File: config.mk
export PLATFORM = sky130hd
export DESIGN_NAME = mem_access_unit
export DESIGN_NICKNAME = d
export VERILOG_FILES = /design/src/rtl/mem_access_pkg.sv /design/src/rtl/lsu_data_align.sv /design/src/rtl/mem_access_unit.sv
export SDC_FILE = /design/constraint.sdc
export NUM_CORES = 1
export LEC_CHECK = 0
export CAP_MARGIN = 20
export CORE_MARGIN = 5
export CORE_UTILIZATION = 45
export CTS_BUF_LIST = sky130_fd_sc_hd__clkbuf_4 sky130_fd_sc_hd__clkbuf_8 sky130_fd_sc_hd__clkbuf_16
export DETAILED_ROUTE_END_ITERATION = 8
export HOLD_SLACK_MARGIN = 0.02
export PLACE_DENSITY = 0.9
export SYNTH_ARGS = -nofsm -noshare
export SYNTH_HDL_FRONTEND = slang
export SYNTH_SLANG_ARGS = --single-unit
File: constraint.sdc
create_clock -name clk -period 2.3 [get_ports clk]
set_input_delay 0.345 -clock clk [delete_from_list [all_inputs] [get_ports clk]]
set_output_delay 0.345 -clock clk [all_outputs]
set_load 0.005 [all_outputs]
File: src/rtl/mem_access_pkg.sv
// Shared definitions for the load/store unit: funct3 codes, FSM encoding and
// the legality check used when a request is accepted.
package mem_access_pkg;

    localparam logic [2:0] F3_B  = 3'b000;
    localparam logic [2:0] F3_H  = 3'b001;
    localparam logic [2:0] F3_W  = 3'b010;
    localparam logic [2:0] F3_BU = 3'b100;
    localparam logic [2:0] F3_HU = 3'b101;

    typedef enum logic [2:0] {
        IDLE   = 3'd0,
        LOAD   = 3'd1,
        RMW_RD = 3'd2,
        STORE  = 3'd3,
        RESP   = 3'd4
    } state_t;

    // Stores only have B/H/W; loads additionally have the unsigned BU/HU forms.
    function automatic logic is_legal_funct3(input logic we, input logic [2:0] f3);
        logic legal;
        legal = (f3 == F3_B) || (f3 == F3_H) || (f3 == F3_W);
        if (!we) begin
            legal = legal || (f3 == F3_BU) || (f3 == F3_HU);
        end
        return legal;
    endfunction

endpackage

File: src/rtl/lsu_data_align.sv
// Combinational data path: extends sub-word load data and merges sub-word
// store data into the word read back from memory.
module lsu_data_align
    import mem_access_pkg::*;
#(
    parameter int WORD_SIZE = 32
) (
    input  logic [2:0]           funct3,
    input  logic [WORD_SIZE-1:0] word,
    input  logic [WORD_SIZE-1:0] wdata,
    output logic [WORD_SIZE-1:0] load_data,
    output logic [WORD_SIZE-1:0] merge_data
);

    always_comb begin
        load_data = word;
        case (funct3)
            F3_B:    load_data = {{(WORD_SIZE-8){word[7]}}, word[7:0]};
            F3_BU:   load_data = {{(WORD_SIZE-8){1'b0}}, word[7:0]};
            F3_H:    load_data = {{(WORD_SIZE-16){word[15]}}, word[15:0]};
            F3_HU:   load_data = {{(WORD_SIZE-16){1'b0}}, word[15:0]};
            default: load_data = word;
        endcase
    end

    always_comb begin
        merge_data = wdata;
        case (funct3)
            F3_B:    merge_data = {word[WORD_SIZE-1:8], wdata[7:0]};
            F3_H:    merge_data = {word[WORD_SIZE-1:16], wdata[15:0]};
            default: merge_data = wdata;
        endcase
    end

endmodule

File: src/rtl/mem_access_unit.sv
// Single-outstanding load/store unit in front of a word-write, byte-addressed
// memory port; sub-word stores are done as read-modify-write.
//
// state  | meaning
// IDLE   | ready for a request; acceptance registers it
// LOAD   | capture extended read data
// RMW_RD | read word and merge SB/SH data into it
// STORE  | single-cycle memory write strobe
// RESP   | one-cycle response pulse
module mem_access_unit
    import mem_access_pkg::*;
#(
    parameter int WORD_SIZE = 32,
    parameter int MEM_SIZE  = 1024
) (
    input  logic                 clk,
    input  logic                 rst_n,
    input  logic                 req_valid,
    output logic                 req_ready,
    input  logic                 req_we,
    input  logic [2:0]           req_funct3,
    input  logic [WORD_SIZE-1:0] req_addr,
    input  logic [WORD_SIZE-1:0] req_wdata,
    output logic                 resp_valid,
    output logic [WORD_SIZE-1:0] resp_rdata,
    output logic                 resp_err,
    output logic                 mem_write_en,
    output logic [WORD_SIZE-1:0] mem_addr,
    output logic [WORD_SIZE-1:0] mem_write_data,
    input  logic [WORD_SIZE-1:0] mem_data
);

    state_t               state_q, state_d;
    logic                 we_q;
    logic [2:0]           f3_q;
    logic [WORD_SIZE-1:0] addr_q;
    logic [WORD_SIZE-1:0] wdata_q;
    logic [WORD_SIZE-1:0] rdata_q;
    logic                 err_q;
    logic [WORD_SIZE-1:0] merge_q;
    logic [WORD_SIZE-1:0] load_data;
    logic [WORD_SIZE-1:0] merge_data;
    logic                 req_err;

    assign req_err = !is_legal_funct3(req_we, req_funct3) ||
                     (req_addr >= WORD_SIZE'(MEM_SIZE));

    lsu_data_align #(.WORD_SIZE(WORD_SIZE)) u_align (
        .funct3     (f3_q),
        .word       (mem_data),
        .wdata      (wdata_q),
        .load_data  (load_data),
        .merge_data (merge_data)
    );

    always_ff @(posedge clk or negedge rst_n) begin
        if (!rst_n) begin
            state_q <= IDLE;
        end else begin
            state_q <= state_d;
        end
    end

    always_comb begin
        state_d = state_q;
        unique case (state_q)
            IDLE: begin
                if (req_valid) begin
                    if (req_err)                 state_d = RESP;
                    else if (!req_we)            state_d = LOAD;
                    else if (req_funct3 == F3_W) state_d = STORE;
                    else                         state_d = RMW_RD;
                end
            end
            LOAD:    state_d = RESP;
            RMW_RD:  state_d = STORE;
            STORE:   state_d = RESP;
            RESP:    state_d = IDLE;
            default: state_d = IDLE;
        endcase
    end

    always_comb begin
        req_ready      = (state_q == IDLE);
        resp_valid     = (state_q == RESP);
        mem_write_en   = (state_q == STORE) && we_q;
        mem_write_data = (f3_q == F3_W) ? wdata_q : merge_q;
        mem_addr       = addr_q;
        resp_rdata     = rdata_q;
        resp_err       = err_q;
    end

    // rdata_q/err_q only change on the way into RESP so they hold between responses.
    always_ff @(posedge clk or negedge rst_n) begin
        if (!rst_n) begin
            we_q    <= 1'b0;
            f3_q    <= 3'b000;
            addr_q  <= '0;
            wdata_q <= '0;
            rdata_q <= '0;
            err_q   <= 1'b0;
            merge_q <= '0;
        end else begin
            case (state_q)
                IDLE: begin
                    if (req_valid) begin
                        we_q    <= req_we;
                        f3_q    <= req_funct3;
                        addr_q  <= req_addr;
                        wdata_q <= req_wdata;
                        if (req_err) begin
                            rdata_q <= '0;
                            err_q   <= 1'b1;
                        end
                    end
                end
                LOAD: begin
                    rdata_q <= load_data;
                    err_q   <= 1'b0;
                end
                RMW_RD: merge_q <= merge_data;
                STORE: begin
                    rdata_q <= '0;
                    err_q   <= 1'b0;
                end
                default: ;
            endcase
        end
    end

endmodule
==> results by group <==
Detailed routing
  • DR pass1 iterations: 6
  • Final routed DRC violation total: 0
  • Routed vias/inst: 5.211
  • DR WL/cell: 19.26 um
  • Via Count: 4466
  • Starting DRT DRC Count: 233
  • ANT nets after route: 0
  • WL final: 16510 um

STA
  • Final worst setup slack: 0.08263 ns
  • Clock Skew: 0.007630 ns
  • Setup_tns: 0 ns
  • Hold Fails Final Rpt: 0
  • Maximum clock rate: 451.0 MHz
  • Fin crit period: 2.217 ns
  • Slew Viols, Final: 0
  • RSZ-0062 raised after global routing: true
  • Setup violations, final: 0
  • Final period utilization: 96.41%
  • Worst slew pin tran: 0.4107 ns
  • Slew HR: 72.62%

Critical path
  • FF-to-FF setup slack: 0.48 ns
  • Critical path origin: f3_q[0]
  • Worst-path maximum fanout: 5
  • WS Path Type: register to output port
  • RR Startpoint: f3_q[1]
  • Crit path capture type: output port
  • Critical-path cell list: nor3b_4, buf_6, buf_8, buf_4, mux2_2, clkbuf_2
  • R2r endpoint: resp_rdata[15]
  • Worst r2r path cells: 6
  • Required time of the critical path: 1.96 ns
  • Largest stage delay, worst path: 0.41 ns
  • Arrival @ worst endpoint: 1.87 ns
  • Crit path max-delay cell type: dfrtp_1
  • CP Launch Type: register

Worst hold path
  • HP Class: input port to async pin

Global routing
  • Gr usage total: 21.65%
  • Vias in the first global route: 5082
  • Grt total ovfl: 0
  • First-pass GRT wire length: 26820 um
  • Largest net degree at the start of global routing: 64
  • Initial antenna violation count: 0

Pwr
  • Leak Pwr: 3.773 nW
  • Max VDD drop: 0.0004575 V
  • Power Total: 6.785 mW
  • Pwr Density: 752.1 nW/um^2

Floorplanning
  • Die height: 124.7 um
  • Core area: 13090 sq um
  • Die area: 15550 sq um
  • Die width: 124.7 um
  • # rows: 42
  • Starting Density: 45.24%
  • I/O Pins: 203

Clock tree
  • Sink Count: 136
  • CTS tree: yes
  • Clock Latency Late Sink: 0.41 ns
  • Root Driver: clkbuf_16
  • CTS clk-pin slew, worst paths: 0.05 ns
  • Longest Clk Path Bufs: 2
  • Total CTS buffers: 17
  • H-tree depth: 4

Synth
  • Synth Net Count: 544
  • Leading area contributor after synthesis: dfrtp_1
  • Synth warn: 0
  • Main area contributors after synthesis: dfrtp_1 (57%), mux2_2 (20%), mux2i_1 (4.2%)
  • Avg Inst Size Synth: 13.42 sq um
  • Yosys top cell area share: 57.49%
  • Mapped Cells: 441
  • Mapped Area: 5919 sq um
  • Synth cell types: 30
  • Synth Register Bits: 136
  • Post-synthesis sequential area ratio: 57.49%

Place
  • HPWL Detailed: 11310 um
  • Buffers on Ports: 202
  • Dpl cells: 805
  • Dpl ws: 0.1360 ns
  • GPL Wtd Cong: 0.8301

Finish
  • Final core occ: 68.95%
  • Share of cells above drive strength 1: 30.84%
  • # diodes: 0
  • Area grow syn2layout: 52.42%
  • Layout Nets: 771
  • Final cell count without fillers: 857

Run
  • # Max-Cap Violations: 0

Run status
  • Run status: finished clean
[critical path: cells and delay by family, from the launching register on]
kind	cells	cell delay [ns]
buf+inv	4	0.49
flops	1	0.41
simple gates	1	0.23
mux	1	0.33
[state kept, by name, summed over array words and instances, names as in the netlist]
| register | count |
|---|---|
| mem_addr | 32 |
| merge_q | 32 |
| resp_rdata | 32 |
| wdata_q | 32 |
| f3_q | 3 |
| state_q | 3 |
| resp_err | 1 |
| we_q | 1 |
[layer usage]
metal  wire (um)  vias up  track usage [%]  part of all wire, %
li1            -     2050                -                    -
met4         457        0            9.349                  2.8
met1        6509     2205            25.03                   39
met3        1060       36            6.947                  6.4
met2        8483      175            36.86                   51
met5           0        -                0                    0
[metrics by stage]
step	area (sq um)	hold WS [ns]
after floorplan	5919	0.04941
after global placement	8159	0.2827
final	9022	0.4226
after CTS	8987	0.4275
after global routing	9022	0.4535
after detailed placement	8159	0.2913
[timing repair]
action	4_1_cts	5_1_grt
hold endpoints to repair	42	0
gates resized for setup	100	47
cloned	2	0
setup endpoints to repair	32	33
pin swaps	1	1
buffers inserted	15	6
hold buffers	1	0
[layout by cell type (no fill, tap or decap), drive strengths merged, types with 3 or more instances in the layout]
cell,n
dlymetal6s2s,3
clkinv,3
a22o,8
nor4,5
clkdlybuf4s50,169
buf,51
inv,5
nor2,28
nor3,5
dfrtp,136
o2bb2ai,24
nor2b,18
clkdlybuf4s15,3
clkbuf,34
bufinv,4
mux2,108
a21oi,35
mux2i,25
[final cells by class]
type	count	area, sq um
clock buffer	24	496.7
inverter	5	18.77
fill	886	4063
sequential	136	3406
clock inverter	8	142.6
tap	176	220.2
timing repair buffer	237	2322
multi-input combinational	271	2416
[report_power, final]
group	total (mW)	leakage, nW	internal, mW	switching, mW
Sequential	2.70	1.61	2.58	0.120
Clock	2.89	0.318	1.94	0.945
Combinational	1.20	1.85	0.751	0.450
Total	6.79	3.77	5.27	1.51
[how the worst max path moves through the flow]
stage | to | slack (ns)
after floorplan | mem_write_data[10] | 0.52
after global placement | resp_err | 0.15
after detailed placement | resp_rdata[3] | 0.14
after CTS | mem_write_data[19] | -0.18
after global routing | mem_write_data[7] | -0.02
final | mem_write_data[7] | 0.08
[kinds of logic (layout without fill, tap and decap cells)]
| logic type | count (synthesis) | in the layout | share of synthesized area [%] |
|---|---|---|---|
| simple gates | 65 | 65 | 5.855 |
| compound gates | 73 | 73 | 8.560 |
| mux | 133 | 133 | 24.77 |
| flops | 136 | 136 | 57.49 |
| buf+inv | 34 | 274 | 3.318 |
[Yosys cell counts]
library cell,n
or2_2,1
nor3b_1,2
o21ai_0,1
a211oi_1,1
mux2_2,106
nand4_1,2
o21a_1,2
nor3_4,1
nor2_1,27
buf_4,2
buf_1,2
and3_1,1
o221ai_2,1
nor4_1,5
inv_1,5
nand2b_1,1
mux2i_1,25
o21ai_2,1
nor2_2,1
a22o_1,8
buf_2,13
clkbuf_1,6
a21oi_1,35
buf_6,6
nor2b_1,18
and2_1,2
nor3_1,4
mux2_1,2
o2bb2ai_1,24
dfrtp_1,136
(Power assumes the default switching activity.)
